### src/rtl/a2d_pkg.sv
// a2d_pkg: shared types and widths for the A2D converter arbiter
package a2d_pkg;

   typedef enum logic [1:0] {
      IDLE  = 2'd0,
      START = 2'd1,
      WAIT  = 2'd2,
      DONE  = 2'd3
   } arb_state_t;

   localparam int A2D_CHNL_W = 3;
   localparam int A2D_RES_W  = 12;

endpackage

### src/rtl/a2d_arbiter_if.sv
// a2d_arbiter_if: requester and converter signals shared by the arbiter and its users
interface a2d_arbiter_if
   import a2d_pkg::*;
#(
   parameter int NUM_REQ = 4
);

   logic [NUM_REQ-1:0]            req;
   logic [A2D_CHNL_W*NUM_REQ-1:0] req_chnnl;
   logic [NUM_REQ-1:0]            gnt;
   logic [NUM_REQ-1:0]            rsp_vld;
   logic [A2D_RES_W-1:0]          rsp_data;
   logic                          rsp_err;
   logic                          busy;
   logic                          strt_cnv;
   logic [A2D_CHNL_W-1:0]         chnnl;
   logic                          cnv_cmplt;
   logic [A2D_RES_W-1:0]          res;

   modport slave (
      input  req, req_chnnl, cnv_cmplt, res,
      output gnt, rsp_vld, rsp_data, rsp_err, busy, strt_cnv, chnnl
   );

   modport master (
      output req, req_chnnl, cnv_cmplt, res,
      input  gnt, rsp_vld, rsp_data, rsp_err, busy, strt_cnv, chnnl
   );

endinterface

### src/rtl/rr_pick.sv
// rr_pick: first set request at or after the pointer, wrapping, as one-hot plus index
module rr_pick #(
   parameter int NUM_REQ = 4,
   parameter int IW      = $clog2(NUM_REQ)
) (
   input  logic [NUM_REQ-1:0] req,
   input  logic [IW-1:0]      ptr,
   output logic [NUM_REQ-1:0] win_oh,
   output logic [IW-1:0]      win_idx,
   output logic               any
);

   logic [IW-1:0] j;

   // scan from farthest to nearest so the last hit is the closest one at/after ptr
   always_comb begin
      win_idx = '0;
      any     = 1'b0;
      j       = '0;
      for (int k = NUM_REQ - 1; k >= 0; k--) begin
         j = IW'((int'(ptr) + k) % NUM_REQ);
         if (req[j]) begin
            win_idx = j;
            any     = 1'b1;
         end
      end
      win_oh = any ? (NUM_REQ'(1) << win_idx) : '0;
   end

endmodule

### src/rtl/a2d_arbiter.sv
// a2d_arbiter: round-robin sharing of one A2D converter with settling gap and watchdog
module a2d_arbiter
   import a2d_pkg::*;
#(
   parameter int NUM_REQ        = 4,
   parameter int GAP_CYCLES     = 16,
   parameter int TIMEOUT_CYCLES = 4096
) (
   input logic         clk,
   input logic         rst_n,
   a2d_arbiter_if.slave bus
);

   localparam int IW = $clog2(NUM_REQ);
   localparam int WW = $clog2(TIMEOUT_CYCLES);
   localparam int GW = $clog2(GAP_CYCLES + 2);

   arb_state_t            state;
   logic [NUM_REQ-1:0]    win_oh;
   logic [IW-1:0]         win_idx;
   logic [A2D_CHNL_W-1:0] chnnl_q;
   logic [IW-1:0]         ptr;
   logic [GW-1:0]         gap;
   logic [WW-1:0]         wd;
   logic                  err_q;
   logic [A2D_RES_W-1:0]  data_q;

   logic [NUM_REQ-1:0]    pick_oh;
   logic [IW-1:0]         pick_idx;
   logic                  pick_any;
   logic [A2D_CHNL_W-1:0] pick_ch;

   rr_pick #(.NUM_REQ(NUM_REQ), .IW(IW)) u_pick (
      .req     (bus.req),
      .ptr     (ptr),
      .win_oh  (pick_oh),
      .win_idx (pick_idx),
      .any     (pick_any)
   );

   // channel of the requester that would win this cycle
   always_comb begin
      pick_ch = '0;
      for (int i = 0; i < NUM_REQ; i++)
         if (pick_idx == IW'(i)) pick_ch = bus.req_chnnl[A2D_CHNL_W*i +: A2D_CHNL_W];
   end

   // grant, start, wait for completion or watchdog, then respond and enforce the gap
   always_ff @(posedge clk or negedge rst_n) begin
      if (!rst_n) begin
         state   <= IDLE;
         win_oh  <= '0;
         win_idx <= '0;
         chnnl_q <= '0;
         ptr     <= '0;
         gap     <= '0;
         wd      <= '0;
         err_q   <= 1'b0;
         data_q  <= '0;
      end else begin
         case (state)
            IDLE: begin
               if (gap != '0) gap <= gap - GW'(1);
               else if (pick_any) begin
                  win_oh  <= pick_oh;
                  win_idx <= pick_idx;
                  chnnl_q <= pick_ch;
                  state   <= START;
               end
            end
            START: begin
               wd    <= '0;
               err_q <= 1'b0;
               state <= WAIT;
            end
            WAIT: begin
               if (bus.cnv_cmplt) begin
                  data_q <= bus.res;
                  state  <= DONE;
               end else if (wd == WW'(TIMEOUT_CYCLES - 1)) begin
                  data_q <= '1;
                  err_q  <= 1'b1;
                  state  <= DONE;
               end else wd <= wd + WW'(1);
            end
            default: begin
               ptr   <= (win_idx == IW'(NUM_REQ - 1)) ? '0 : win_idx + IW'(1);
               gap   <= GW'(GAP_CYCLES);
               state <= IDLE;
            end
         endcase
      end
   end

   assign bus.gnt      = (state == IDLE) ? '0 : win_oh;
   assign bus.rsp_vld  = (state == DONE) ? win_oh : '0;
   assign bus.rsp_err  = (state == DONE) && err_q;
   assign bus.rsp_data = data_q;
   assign bus.strt_cnv = (state == START);
   assign bus.chnnl    = chnnl_q;
   assign bus.busy     = (state != IDLE) || (gap != '0);

endmodule
### src/flat_wrapper.sv
// flat-port wrapper written by rule: the top's interface ports become plain ports
module a2d_arbiter_flat import a2d_pkg::*;
#(
   parameter int NUM_REQ        = 4,
   parameter int GAP_CYCLES     = 16,
   parameter int TIMEOUT_CYCLES = 4096
)
  (clk, rst_n, bus_req, bus_req_chnnl, bus_cnv_cmplt, bus_res, bus_gnt, bus_rsp_vld, bus_rsp_data, bus_rsp_err, bus_busy, bus_strt_cnv, bus_chnnl);
  a2d_arbiter_if #(.NUM_REQ(NUM_REQ)) bus_i ();
  input logic clk;
  input logic rst_n;
  input wire logic [$bits(bus_i.req)-1:0] bus_req;
  input wire logic [$bits(bus_i.req_chnnl)-1:0] bus_req_chnnl;
  input wire logic [$bits(bus_i.cnv_cmplt)-1:0] bus_cnv_cmplt;
  input wire logic [$bits(bus_i.res)-1:0] bus_res;
  output wire logic [$bits(bus_i.gnt)-1:0] bus_gnt;
  output wire logic [$bits(bus_i.rsp_vld)-1:0] bus_rsp_vld;
  output wire logic [$bits(bus_i.rsp_data)-1:0] bus_rsp_data;
  output wire logic [$bits(bus_i.rsp_err)-1:0] bus_rsp_err;
  output wire logic [$bits(bus_i.busy)-1:0] bus_busy;
  output wire logic [$bits(bus_i.strt_cnv)-1:0] bus_strt_cnv;
  output wire logic [$bits(bus_i.chnnl)-1:0] bus_chnnl;
  assign bus_i.req = bus_req;
  assign bus_i.req_chnnl = bus_req_chnnl;
  assign bus_i.cnv_cmplt = bus_cnv_cmplt;
  assign bus_i.res = bus_res;
  assign bus_gnt = bus_i.gnt;
  assign bus_rsp_vld = bus_i.rsp_vld;
  assign bus_rsp_data = bus_i.rsp_data;
  assign bus_rsp_err = bus_i.rsp_err;
  assign bus_busy = bus_i.busy;
  assign bus_strt_cnv = bus_i.strt_cnv;
  assign bus_chnnl = bus_i.chnnl;
  a2d_arbiter #(.NUM_REQ(NUM_REQ), .GAP_CYCLES(GAP_CYCLES), .TIMEOUT_CYCLES(TIMEOUT_CYCLES)) u_core (.clk(clk), .rst_n(rst_n), .bus(bus_i));
endmodule
### config.mk
export PLATFORM = sky130hd
export DESIGN_NAME = a2d_arbiter_flat
export DESIGN_NICKNAME = d
export VERILOG_FILES = /design/src/rtl/a2d_pkg.sv /design/src/rtl/a2d_arbiter_if.sv /design/src/rtl/rr_pick.sv /design/src/rtl/a2d_arbiter.sv /design/src/flat_wrapper.sv
export SDC_FILE = /design/constraint.sdc
export NUM_CORES = 1
export LEC_CHECK = 0
export ABC_AREA = 1
export BUFFER_PORTS_ARGS = -buffer_cell sky130_fd_sc_hd__buf_2
export CAP_MARGIN = 20
export CORE_AREA = 2 2 106 57
export DETAILED_ROUTE_END_ITERATION = 16
export DIE_AREA = 0 0 108 59
export GPL_TIMING_DRIVEN = 0
export PLACE_DENSITY = 0.75
export RECOVER_POWER = 100
export SLEW_MARGIN = 25
export SYNTH_ARGS = -nofsm -noshare
export SYNTH_HDL_FRONTEND = slang
export SYNTH_HIERARCHICAL = 1
export SYNTH_SLANG_ARGS = --single-unit
### constraint.sdc
create_clock -name clk -period 1.8 [get_ports clk]
set_clock_uncertainty 0.2 [all_clocks]
set_input_delay 0.27 -clock clk [delete_from_list [all_inputs] [get_ports clk]]
set_output_delay 0.27 -clock clk [all_outputs]
set_load 0.05 [all_outputs]
== Word level (Yosys, flattened, before mapping) ==
Index checks and enable logic that the tools add are counted.
Operators by class
  $add $sub $neg: 6
  order comparisons: 4
  equality and inequality tests: 15
  shifts and indexed selects: 1
  muxes and demuxes: 38
  bitwise gates (word level): 2
  reduce and logical (&&, ||, !) cells: 16
Operators with widths (number)
  12-bit 2-to-1 mux: 4
  12-bit one-hot mux with 2 select lines: 1
  2-bit 2-to-1 mux: 9
  12-bit by 1-bit adder with 12-bit output (second input constant): 1
  12-bit equality test (second input constant): 1
  2-bit by 3-bit less-than comparator with 1-bit output (second input constant): 4
  3-bit 2-to-1 mux: 4
  3-bit AND reduction: 4
  2-bit equality test (second input constant): 5
  1-bit 2-to-1 mux: 10
  5-bit one-hot mux with 2 select lines: 1
  1-bit binary-select mux with 2-bit select: 4
  4-bit 2-to-1 mux: 2
  2-bit by 1-bit != test with 1-bit output (second input constant): 3
  2-bit != test (second input constant): 3
  2-bit one-hot mux with 3 select lines: 1
  2-bit nonzero test: 3
  5-bit 2-to-1 mux: 1
  5-bit nonzero test: 1
  5-bit by 1-bit subtractor with 5-bit output (second input constant): 1
  2-bit by 1-bit adder with 2-bit output (second input constant): 2
  2-bit adder (second input constant): 2
  2-bit by 1-bit equality test with 1-bit output (second input constant): 2
  2-bit logical NOT: 2
  9 further kinds: 11
Storage, ports and cells
  flip-flop bits (word level): 43
  input bits: 31
  output and inout bits: 26

== Depth between registers and ports, before layout ==
Gate-level depths: netlist of run 1.
  depth in word-level cells: 12
  mapped depth: 15
  gate-level depth less buffers: 15

== By module ==
Netlist of run 1, hierarchy kept.
Modules (own cells, without submodules)
  a2d_arbiter: instances 1, cells each 290, area each 2319.7 um^2, sequential area each 1076.0 um^2
  rr_pick: instances 1, cells each 58, area each 257.7 um^2, sequential area each 0.0 um^2

== Worst setup path before layout of run 1 ==
OpenSTA, ideal clock, no wires.
  path kind: register to output
  from: register u_core.state[0]
  to: output bus_gnt[0]
  data arrival time: 1.501 ns
  data required time: 1.330 ns
  setup slack: -0.171 ns
  stages on the path, launching flop included: 5
  cells stage by stage: dfrtp_1 > inv_1 > ha_1 > clkbuf_1 > nor2_1
Between the ends
  cells in the longest elaborated chain, start to end: 2
Ends and longest elaborated chain
  from (decl): line a2d_arbiter.sv:18  | arb_state_t state;
  from (signal assigned): line a2d_arbiter.sv:51  | state <= IDLE;
  from (signal assigned): line a2d_arbiter.sv:68  | state <= START;
  from (signal assigned): line a2d_arbiter.sv:74  | state <= WAIT;
  2-bit logical NOT: line a2d_arbiter.sv:95  | assign bus.gnt = (state == IDLE) ? '0 : win_oh;
  4-bit 2-to-1 mux: line a2d_arbiter.sv:95
  to (decl): line flat_wrapper.sv:16  | output wire logic [$bits(bus_i.gnt)-1:0] bus_gnt;
No other way between the ends.

== Worst setup path after layout of run 1 ==
  from: register u_core.ptr[0]
  to: register u_core.chnnl_q[2], in the netlist u_core/bus.chnnl[2]
Between the ends
  cells in the longest elaborated chain, start to end: 12
Ends and longest elaborated chain
  from (decl): line a2d_arbiter.sv:22  | logic [IW-1:0] ptr;
  from (signal assigned): line a2d_arbiter.sv:87  | ptr <= (win_idx == IW'(NUM_REQ - 1)) ? '0 : win_idx + IW'(1);
  2-bit adder: line rr_pick.sv:21  | j = IW'((int'(ptr) + k) % NUM_REQ);
  1-bit binary-select mux with 2-bit select: line rr_pick.sv:22  | if (req[j]) begin
  1-bit 2-to-1 mux (implied by the code): line rr_pick.sv:22
  2-bit 2-to-1 mux (3 in a row): line rr_pick.sv:22
  2-bit 2-to-1 mux (*): line rr_pick.sv:22
  named net u_core.pick_idx[0]: line a2d_arbiter.sv:29  | logic [IW-1:0] pick_idx;
  2-bit logical NOT: line a2d_arbiter.sv:45  | if (pick_idx == IW'(i)) pick_ch = bus.req_chnnl[A2D_CHNL_W*i +: A2D_CHNL_W];
  3-bit 2-to-1 mux (3 in a row): line a2d_arbiter.sv:45
  3-bit 2-to-1 mux (*): line a2d_arbiter.sv:45
  to (signal assigned): line a2d_arbiter.sv:67  | chnnl_q <= pick_ch;
  to (decl): line a2d_arbiter.sv:21  | logic [A2D_CHNL_W-1:0] chnnl_q;
The timed path passes the listed nets; every way through them passes the cells marked *. The select of a mux whose other input is x is not followed.
A chain may end at the register's enable or synchronous reset.

==> metrics.txt, run 1 <==
accumulated negative setup slack=-7372 ps; Clk Latency, worst-skew pair=just under 300 ps; Die X=between 100 and 150 µm; global placer's final weighted congestion=0.8254; drt drc=0; Period minus WS final=between 2000 and 2500 ps; number of nets produced by synthesis=approximately 390; Top Ports=57; multiplexer area fraction after synthesis=0.8738%; biggest area contributors in the synthesized netlist=sky130_fd_sc_hd__dfrtp_1, sky130_fd_sc_hd__nand2_1, sky130_fd_sc_hd__inv_1, sky130_fd_sc_hd__nor2_1, sky130_fd_sc_hd__nand3_1; portion of the post-synthesis area used by sequential elements=41.75%; mapped cell area=2577 µm²; Final HPWL DP=just over 4000 µm; dominant synthesized flop cell=sky130_fd_sc_hd__dfrtp_1; final worst slack=-310.1 ps; type of element launching the critical path=register; total overflow reported by the global router=0; Rel. slew slack=just under 30%; total of fill cells in the finished design=384; simple-gate share of the synthesized area=between 30% and 40%; Clock Root Buffer=sky130_fd_sc_hd__clkbuf_8; Slew @ Worst Pin=around 1100 ps; asr flop ratio synth=between 90% and 100%; routed wirelength normalized by instance count=15.32 µm; Compound-Gate Fraction of Synth Area=11.99%; number of buffers added on ports=56; Avg Inst Size Synth=~7.4 µm²; largest family of logic cells by synthesized area=simple AND/OR/NAND/NOR gates; path type of the worst setup path=reg -> reg; H-tree levels=2; Bufs on Longest Clock Path=2; cell type contributing the most total cell area after synthesis=sky130_fd_sc_hd__dfrtp_1; largest net degree at the start of global routing=44; Data required, critical path=roughly 1800 ps; number of antenna violations at the first check in global routing=0; distinct cell type count after synthesis=28; endpoints failing setup=46; gate count of the mapped netlist=around 350; Placeable Area=~5300 µm²; post-synthesis xor/xnor area fraction=about 1.0%; Cell Pwr Density=2003 nW/µm²; maximum achievable frequency=0.4739 GHz; number of enable flip-flop cells after synthesis=0; Layout area overhead=46.26%; reported leakage power=between 1.5 and 2 nW; pins over their slew limit=0; number of buffers created by CTS=5; via count of the first global-routing pass=approximately 2300; start point of the critical path=u_core/ptr[0]; synthesis-stage register bit count=43; vias post-DR=around 2800; maximum capacitance violations=0; VDD IR-drop max=between 1 and 1.5 mV; final critical-path share of the clock period=117.2%; Hold Startpoint=bus_res[1]; effective utilization at floorplan=48.19%; remaining number of nets flagged by the antenna check after routing=0; sum of internal, switching and leakage power=around 7.6 mW; fraction of layout cells with a size suffix above 1=42.95%; clock-pin slew on the worst setup and hold paths=around 80 ps; starting DRC count in detailed routing=180; total count of hold-check failures in the final report=0; arrival time at the worst endpoint=roughly 2100 ps; worst-path fanout max=8; adder and majority cell fraction of the synthesized area=between 3 and 4%; die footprint=approximately 6400 µm²; total routed wirelength=7964 µm; setup slack of the worst register-to-register path=-310 ps; type of destination of the critical path=register; first-pass detailed-route iteration total=5; Die Ht=slightly below 60 µm; share of Yosys cell area claimed by the top area cell type=a little over two fifths; Final Cell Area=between 3000 and 4000 µm²; GRT Total Usage=between 20% and 30%; violations in the final reports=negative setup slack; TritonCTS clock tree=built; number of vias per cell after detailed routing=~5.3; placed cell areas=slightly below 3000 µm²; number of nets in the finished design=roughly 480; clock sink total=43; antenna cell count=0; unrepaired setup endpoints after global routing=yes; Yosys Warn Count=6; first-pass GRT wire length=10210 µm; row count=19; Hold WC Path Type=in -> reg; worst flop-to-flop path startpoint=u_core/ptr[0]; status=complete, but fails checks
-- layer usage --
metal / vias to the layer above / track usage (%) / share of wire (%)
li1: 1286 / - / -
met1: 1329 / 25.63 / 40
met2: 119 / 35.49 / 52
met5: - / 0 / 0
met3: 20 / 3.516 / 5.7
met4: 0 / 6.044 / 2.3
-- cell type report --
cell class,count,area (µm²),area share [%]
clock inverters,1,7.507,0.1991
multi-input cells,244,1560,41.39
inverters,55,224.0,5.941
flip-flops and latches,43,1080,28.64
repair buffers,93,653.1,17.32
plain buffers,4,57.56,1.527
clock buffers,7,96.34,2.556
well taps,73,91.34,2.423
-- critical path: stages, from the launching register on --
cell                       delay, ps
sky130_fd_sc_hd__dfrtp_2         460
sky130_fd_sc_hd__clkinv_4        160
sky130_fd_sc_hd__nand2_4         100
sky130_fd_sc_hd__nand2_4          70
sky130_fd_sc_hd__nand2_2          90
sky130_fd_sc_hd__nand2_4          50
sky130_fd_sc_hd__o21ai_2         130
sky130_fd_sc_hd__nand2_1          80
sky130_fd_sc_hd__nand2_2         110
sky130_fd_sc_hd__clkinv_4        100
sky130_fd_sc_hd__nor2_4          150
sky130_fd_sc_hd__nand2_1          70
sky130_fd_sc_hd__nand3_1          70
sky130_fd_sc_hd__a21oi_1          50
sky130_fd_sc_hd__o21ai_1         130
-- power by group --
group	leakage (nW)	total, mW	switching (mW)	internal [mW]
clock network	0.0505	0.683	0.334	0.349
registers	0.530	1.58	0.284	1.30
logic	1.30	5.28	3.36	1.93
-- cell families (layout without fill, tap and decap cells) --
kind of cell               after synthesis  after routing
and+or+nand+nor                        185            185
buffers and inverters                   61            160
AOI/OAI and AO/OA                       47             47
DFF                                     43             43
adders and majority gates                7              7
xor gates and xnor gates                 3              3
muxes                                    2              2
-- synthesized netlist by cell type (all sizes together) (2+ instances only) --
master    n
nor3b     2
dfrtp    43
inv      55
mux2      2
ha        7
o21ai    29
buf       3
nand3    28
clkbuf    3
nand2   109
xor2      2
a21oi    16
nor2     44
-- path summary, 6_finish.rpt --
path / end / depth (start not counted)
setup / recovery: u_core/bus.chnnl[2] / 14
max in group asynchronous: u_core/state[1] / 2
setup reg to reg: u_core/bus.chnnl[2] / 14
hold / removal: u_core/bus.rsp_data[1] / 3
hold reg to reg: u_core/win_idx[1] / 2
min in group asynchronous: u_core/win_oh[3] / 2
-- placed cells by master, fill, tap and decap left out, types with 2 or more instances in the layout --
master / n
sky130_fd_sc_hd__o21ai_1: 7
sky130_fd_sc_hd__ha_1: 5
sky130_fd_sc_hd__o21ai_2: 10
sky130_fd_sc_hd__clkbuf_4: 2
sky130_fd_sc_hd__mux2_2: 2
sky130_fd_sc_hd__buf_6: 6
sky130_fd_sc_hd__clkbuf_1: 18
sky130_fd_sc_hd__a21oi_1: 3
sky130_fd_sc_hd__o21ai_0: 12
sky130_fd_sc_hd__buf_8: 9
sky130_fd_sc_hd__nand2_4: 18
sky130_fd_sc_hd__buf_4: 28
sky130_fd_sc_hd__nand2_8: 2
sky130_fd_sc_hd__dfrtp_1: 40
sky130_fd_sc_hd__dlygate4sd3_1: 2
sky130_fd_sc_hd__nor3b_1: 2
sky130_fd_sc_hd__nor2_4: 9
sky130_fd_sc_hd__inv_1: 38
sky130_fd_sc_hd__buf_2: 29
sky130_fd_sc_hd__nand2_2: 19
sky130_fd_sc_hd__dfrtp_2: 3
sky130_fd_sc_hd__nor2_2: 4
sky130_fd_sc_hd__xor2_1: 2
sky130_fd_sc_hd__clkbuf_8: 7
sky130_fd_sc_hd__nand3_2: 7
sky130_fd_sc_hd__nand3_1: 21
sky130_fd_sc_hd__a21oi_2: 13
sky130_fd_sc_hd__inv_4: 3
sky130_fd_sc_hd__nand2_1: 70
sky130_fd_sc_hd__clkinv_4: 2
sky130_fd_sc_hd__nor2_1: 31
sky130_fd_sc_hd__inv_2: 12
-- repair_timing --
item | 4_1_cts | 5_1_grt
resized for setup | 57 | 94
pin swaps | 24 | 38
setup buffers | 15 | 17
endpoints found under the hold margin | 44 | 0
hold buffers | 2 | 0
endpoints found under the setup margin | 28 | 40
gates cloned | 0 | 3
-- flip-flops by register name, summed over array words and instances (netlist names) --
signal               flops
u_core/wd               12
u_core/win_idx           2
u_core/win_oh            4
u_core/state             2
u_core/ptr               2
u_core/bus.chnnl         3
u_core/gap               5
u_core/err_q             1
u_core/bus.rsp_data     12
-- stage by stage --
| stage | utilization [%] | setup WS (ps) | hold WS (ps) | instances |
|---|---|---|---|---|
| 2_1_floorplan | - | -170.5 | -225.6 | 348 |
| 3_3_place_gp | 55.32 | -220.4 | 269.9 | 477 |
| 3_5_place_dp | 55.32 | -254.0 | 274.3 | 477 |
| 4_1_cts | 62.81 | -104.4 | 8.134 | 501 |
| 5_1_grt | 70.48 | -385.1 | 13.74 | 520 |
| 6_report | 70.48 | -310.1 | 18.95 | 520 |
Note: power is estimated with default switching activity, not from simulation.
==> run 2, diff against run 1 <==
--- a/config.mk
+++ b/config.mk
@@ -8,13 +8,12 @@
 export ABC_AREA = 1
 export BUFFER_PORTS_ARGS = -buffer_cell sky130_fd_sc_hd__buf_2
 export CAP_MARGIN = 20
-export CORE_AREA = 2 2 106 57
+export CORE_AREA = 2 2 73 82
 export DETAILED_ROUTE_END_ITERATION = 16
-export DIE_AREA = 0 0 108 59
+export DIE_AREA = 0 0 75 84
 export GPL_TIMING_DRIVEN = 0
 export PLACE_DENSITY = 0.75
 export RECOVER_POWER = 100
-export SLEW_MARGIN = 25
 export SYNTH_ARGS = -nofsm -noshare
 export SYNTH_HDL_FRONTEND = slang
 export SYNTH_HIERARCHICAL = 1
==> run 2 against run 1 <==
Net effect:
- the run still ends with negative setup slack left
- clock power up 10%
- first-iteration DRC count down 27%
- global-route usage down 0.65 points
- critical path depth down 10
- non-clock buffer count down 15
- register-to-register slack better by 140 ps
- sequential power about the same
- critical path type is now reg -> out
- largest cell class unchanged
==> metrics.txt, run 2 (same netlist as run 1, synthesis figures left out) <==
die footprint=between 6000 and 7000 µm²; type of destination of the critical path=primary output; clock-pin slew on the worst setup and hold paths=80 ps; Clock Root Buffer=sky130_fd_sc_hd__clkbuf_8; antenna cell count=0; Rel. slew slack=31.16%; Final HPWL DP=3922 µm; number of vias per cell after detailed routing=a little under 5; pre-CTS setup slack=-344.4 ps; number of nets in the finished design=approximately 470; final core utilization=around three fifths; reported leakage power=between 1.5 and 2 nW; TritonCTS clock tree=built; maximum achievable frequency=roughly 0.49 GHz; Slew @ Worst Pin=roughly 1000 ps; violations in the final reports=negative setup slack; number of buffers added on ports=56; Cell Pwr Density=between 1500 and 2000 nW/µm²; Clk Latency, worst-skew pair=approximately 300 ps; H-tree levels=2; row count=29; most common library cell in the layout ignoring fill and taps=sky130_fd_sc_hd__nand2_1; number of antenna violations at the first check in global routing=0; arrival time at the worst endpoint=around 1600 ps; total routed wirelength=around 5900 µm; unrepaired setup endpoints after global routing=yes; largest net degree at the start of global routing=44; first-pass detailed-route iteration total=4; global placer's final weighted congestion=between 0.8 and 0.9; status=complete, but fails checks; Die X=roughly 75 µm; pins over their slew limit=0; GRT Total Usage=19.38%; endpoints failing setup=40; path type of the worst setup path=reg -> out; Period minus WS final=a little over 2000 ps; type of element launching the critical path=register; number of placed cells counting well taps=481; drt drc=0; Die Ht=about 84 µm; effective utilization at floorplan=a little under half; routed wirelength normalized by instance count=11.66 µm; maximum capacitance violations=0; final worst slack=-234.2 ps; Data required, critical path=around 1300 ps; non-filler instance count after layout=~510; Placeable Area=around 5600 µm²; Top Ports=57; top library cells by usage in the layout, fill and taps aside=sky130_fd_sc_hd__nand2_1, sky130_fd_sc_hd__inv_1, sky130_fd_sc_hd__dfrtp_1; Hold WC Path Type=in -> reg; final critical-path share of the clock period=113.0%; clock sink total=43; starting DRC count in detailed routing=between 100 and 150; total count of hold-check failures in the final report=0; via count of the first global-routing pass=between 2000 and 2500; Layout area overhead=32.57%; Bufs on Longest Clock Path=2; fraction of layout cells with a size suffix above 1=~34%; first-pass GRT wire length=~9700 µm; number of buffers created by CTS=5; sum of internal, switching and leakage power=6.506 mW; worst-path fanout max=7; vias post-DR=around 2500; VDD IR-drop max=~1.7 mV; remaining number of nets flagged by the antenna check after routing=0; total overflow reported by the global router=0
==> run 2: cell count changes in the layout (fill, tap and decap cells not counted), moves of 3 or more <==
cell | before | now
sky130_fd_sc_hd__o21ai_2 | 10 | 7
sky130_fd_sc_hd__nand2_1 | 70 | 88
sky130_fd_sc_hd__nand3_1 | 21 | 24
sky130_fd_sc_hd__buf_8 | 9 | 1
sky130_fd_sc_hd__nand2_4 | 18 | 1
sky130_fd_sc_hd__o21ai_0 | 12 | 15
sky130_fd_sc_hd__inv_2 | 12 | 4
sky130_fd_sc_hd__inv_1 | 38 | 46
sky130_fd_sc_hd__buf_4 | 28 | 21
sky130_fd_sc_hd__nor2_4 | 9 | 6
sky130_fd_sc_hd__nand3_2 | 7 | 4
==> run 2: critical path, cell delays in order, from the launching register on <==
cell	delay, ps
sky130_fd_sc_hd__dfrtp_1	470
sky130_fd_sc_hd__ha_1	430
sky130_fd_sc_hd__nand2_1	100
sky130_fd_sc_hd__inv_1	80
sky130_fd_sc_hd__buf_4	190
==> run 2: routing by layer <==
metal	vias to the layer above	GRT usage [%]	wire, µm
li1	1248	-	-
met1	1168	23.86	2560
met2	65	33.25	3041
met3	8	3.623	242
met4	0	6.331	92
met5	-	0	0
==> run 2: path summary, 6_finish.rpt <==
| kind | startpoint | end | slack, ps | cells after the start |
|---|---|---|---|---|
| setup / recovery | u_core/state[1] | bus_rsp_vld[0] | -230 | 4 |
| hold / removal | bus_res[8] | u_core/bus.rsp_data[8] | 10 | 3 |
| setup reg to reg | u_core/ptr[0] | u_core/bus.chnnl[0] | -170 | 15 |
| hold reg to reg | u_core/err_q | u_core/err_q | 290 | 2 |
| max in group asynchronous | rst_n | u_core/ptr[0] | 210 | 2 |
| min in group asynchronous | rst_n | u_core/bus.rsp_data[1] | 490 | 2 |
==> run 2: timing repair <==
action,4_1_cts,5_1_grt
pin swaps,19,3
buffers inserted,14,5
hold buffers,1,0
gates cloned,0,1
resized for setup,62,7
setup endpoints to repair,30,34
endpoints found under the hold margin,43,0
==> run 2: report_power, final <==
| group | internal [mW] | total (mW) | switching [mW] |
|---|---|---|---|
| Sequential | 1.30 | 1.55 | 0.251 |
| Combinational | 1.47 | 4.21 | 2.73 |
| Clock | 0.413 | 0.751 | 0.337 |
| Total | 3.18 | 6.51 | 3.32 |
==> run 2: layout make-up <==
type	instances	area, µm²
Buffer	5	66.31
Clock buffer	5	68.82
Clock inverter	3	43.79
Fill cell	503	2135
Inverter	55	219.0
Multi-Input combinational cell	244	1378
Sequential cell	43	1079
Tap cell	77	96.34
Timing Repair Buffer	77	466.7
==> run 2: metrics by stage <==
| step | area [µm²] | setup TNS (ps) | hold WS, ps |
|---|---|---|---|
| 3_5_place_dp | 2964 | -2515 | 269.0 |
| 6_report | 3417 | -3824 | 9.875 |
| 3_3_place_gp | 2964 | -1607 | 269.2 |
| 5_1_grt | 3417 | -7685 | 8.455 |
| 2_1_floorplan | 2587 | -1399 | -225.6 |
| 4_1_cts | 3388 | -1087 | 1.999 |
==> run 3, diff against run 2 <==
--- a/config.mk
+++ b/config.mk
@@ -6,14 +6,16 @@
 export NUM_CORES = 1
 export LEC_CHECK = 0
 export ABC_AREA = 1
-export BUFFER_PORTS_ARGS = -buffer_cell sky130_fd_sc_hd__buf_2
 export CAP_MARGIN = 20
-export CORE_AREA = 2 2 73 82
+export CORE_AREA = 2 2 69 77
 export DETAILED_ROUTE_END_ITERATION = 16
-export DIE_AREA = 0 0 75 84
+export DIE_AREA = 0 0 71 79
+export DONT_BUFFER_PORTS = 1
 export GPL_TIMING_DRIVEN = 0
-export PLACE_DENSITY = 0.75
+export PLACE_DENSITY = 0.72
 export RECOVER_POWER = 100
+export SETUP_SLACK_MARGIN = 0.5
+export SLEW_MARGIN = 20
 export SYNTH_ARGS = -nofsm -noshare
 export SYNTH_HDL_FRONTEND = slang
 export SYNTH_HIERARCHICAL = 1
==> run 3 against run 2 <==
Net effect:
- the run ends with negative hold slack, negative setup slack left
- critical path depth is 11 higher
- via count is 0.40% higher
- worst setup slack better by 34 ps
- utilization is 15 points higher
- global-route usage is 7.3 points higher
- clock-buffer cell count stayed put
- die area is 11% lower
- total power is 14% higher
- combinational power is 8.8% higher
- sequential share of layout area is 2.6 points lower
- worst hold slack worse by 570 ps
- critical endpoint is now u_core/bus.chnnl[2]
==> metrics.txt, run 3 (same netlist as run 1, synthesis figures left out) <==
number of vias per cell after detailed routing=5.374; die footprint=~5600 µm²; pre-CTS setup slack=-275.5 ps; number of nets in the finished design=between 400 and 500; status=complete, but fails checks; sum of internal, switching and leakage power=7.387 mW; TritonCTS clock tree=built; largest net degree at the start of global routing=44; endpoints failing setup=37; maximum capacitance violations=0; violations in the final reports=negative hold slack, negative setup slack; Rel. slew slack=about two thirds; top library cells by usage in the layout, fill and taps aside=sky130_fd_sc_hd__nand2_1, sky130_fd_sc_hd__inv_1, sky130_fd_sc_hd__dfrtp_1; Die Ht=about 79 µm; first-pass GRT wire length=roughly 12000 µm; fraction of layout cells with a size suffix above 1=a little over two fifths; GRT Total Usage=26.71%; antenna cell count=0; row count=27; global placer's final weighted congestion=0.8388; Clk Latency, worst-skew pair=between 300 and 400 ps; arrival time at the worst endpoint=~2000 ps; via count of the first global-routing pass=between 2000 and 3000; Final Cell Area=3772 µm²; type of element launching the critical path=register; Hold WC Path Type=in -> async; total routed wirelength=just over 7000 µm; Placeable Area=4898 µm²; Clock Root Buffer=sky130_fd_sc_hd__clkbuf_8; Cell Pwr Density=about 2000 nW/µm²; Layout area overhead=46.36%; number of buffers created by CTS=5; unrepaired setup endpoints after global routing=yes; worst slack on hold paths=-555.7 ps; most common library cell in the layout ignoring fill and taps=sky130_fd_sc_hd__nand2_1; Data required, critical path=about 1800 ps; total of fill cells in the finished design=slightly below 300; total count of hold-check failures in the final report=43; cell class contributing the biggest share of worst-path delay=simple AND/OR/NAND/NOR gates; H-tree levels=2; maximum achievable frequency=0.4999 GHz; Period minus WS final=~2000 ps; reported leakage power=between 1.5 and 2 nW; starting DRC count in detailed routing=roughly 170; type of destination of the critical path=register; number of hold buffers added after CTS=16; Final HPWL DP=around 3800 µm; clock-pin slew on the worst setup and hold paths=around 100 ps; Slew @ Worst Pin=475.6 ps; placed cell areas=~2900 µm²; drt drc=0; remaining number of nets flagged by the antenna check after routing=0; Bufs on Longest Clock Path=2; master of the slowest instance on the critical path=sky130_fd_sc_hd__dfrtp_2; Critical Path Max Stage Delay=approximately 460 ps; final worst slack=-200.6 ps; final critical-path share of the clock period=111.1%; routed wirelength normalized by instance count=around 15 µm; total overflow reported by the global router=0; pins over their slew limit=0; VDD IR-drop max=about 1.1 mV; worst-path fanout max=8; clock sink total=43; most frequent cell on the critical path=sky130_fd_sc_hd__nand2_2; first-pass detailed-route iteration total=4; worst path buffer plus inverter count=3; number of antenna violations at the first check in global routing=0; Die X=roughly 71 µm; vias post-DR=2499; worst path cell trace=clkinv_4 > nand2_2 > nand2_2 > nand2_2 > nand2_4 > nor2_2 > nor2_1 > nand2_1 > nand2_2 > inv_4 > inv_2 > nand3_1 > nand3_1 > a21oi_1 > o21ai_1; number of buffers added on ports=0; path type of the worst setup path=reg -> reg; effective utilization at floorplan=between 50% and 60%; Top Ports=57
-- run 3: cell types whose count changed in the layout (fill, tap and decap cells not counted), moves of 12 or more --
cell and delta:
sky130_fd_sc_hd__buf_2 -30, sky130_fd_sc_hd__clkbuf_1 -16, sky130_fd_sc_hd__dlygate4sd3_1 +15, sky130_fd_sc_hd__nand2_1 -17
sky130_fd_sc_hd__nand2_4 +12
-- run 3: metrics by stage --
stage          util [%]  std cells  setup TNS, ps
3_5_place_dp      58.77        406         -937.6
4_1_cts           75.50        462          -1676
5_1_grt           77.01        465          -6029
2_1_floorplan         -        348         -45.22
3_3_place_gp      58.77        406         -747.0
6_report          77.01        465          -2399
-- run 3: worst paths after layout --
kind | from | end | slack (ps) | depth (start not counted)
max | u_core/ptr[0] | u_core/bus.chnnl[2] | -200 | 15
min | rst_n | u_core/wd[9] | -560 | 0
max reg2reg | u_core/ptr[0] | u_core/bus.chnnl[2] | -200 | 15
min reg2reg | u_core/win_idx[0] | u_core/win_idx[0] | 330 | 2
max in group asynchronous | rst_n | u_core/bus.chnnl[0] | 1850 | 0
min in group clk | bus_req_chnnl[1] | u_core/bus.chnnl[1] | 50 | 4
-- run 3: layout make-up --
cell class                      count  area, µm²  area share, %
Multi-Input combinational cell    245       1654          43.85
Buffer                              6      110.1          2.919
Sequential cell                    43       1091          28.92
Tap cell                           58      72.57          1.924
Inverter                           55      250.2          6.633
Clock buffer                        5      68.82          1.824
Clock inverter                      3      25.02         0.6633
Timing Repair Buffer               50      500.5          13.27
-- run 3: report_power, final --
part | switching [mW] | internal [mW] | leakage [nW]
logic | 2.62 | 1.96 | 1.18
clock network | 0.371 | 0.278 | 0.0443
registers | 0.848 | 1.31 | 0.522
total | 3.84 | 3.55 | 1.75
-- run 3: worst reg2reg max path: stages (launching register included) --
cell                       delay, ps
sky130_fd_sc_hd__dfrtp_2         460
sky130_fd_sc_hd__clkinv_4        120
sky130_fd_sc_hd__nand2_2          90
sky130_fd_sc_hd__nand2_2          60
sky130_fd_sc_hd__nand2_2          90
sky130_fd_sc_hd__nand2_4          70
sky130_fd_sc_hd__nor2_2          100
sky130_fd_sc_hd__nor2_1           40
sky130_fd_sc_hd__nand2_1          70
sky130_fd_sc_hd__nand2_2          70
sky130_fd_sc_hd__inv_4           110
sky130_fd_sc_hd__inv_2            60
sky130_fd_sc_hd__nand3_1          60
sky130_fd_sc_hd__nand3_1          80
sky130_fd_sc_hd__a21oi_1         120
sky130_fd_sc_hd__o21ai_1          80
-- run 3: layer usage --
layer  share of wire [%]  vias up  track usage, %
met4                 2.8        0           10.94
met1                  37     1194           29.75
li1                    -     1214               -
met2                  55       73           49.35
met3                 4.7       18           5.203
met5                   0        -               0
-- run 3: timing repair --
item,4_1_cts,5_1_grt
endpoints found under the hold margin,59,43
cloned,4,0
buffers inserted,28,3
gates resized for setup,80,16
pin swaps,24,4
endpoints found under the setup margin,69,69
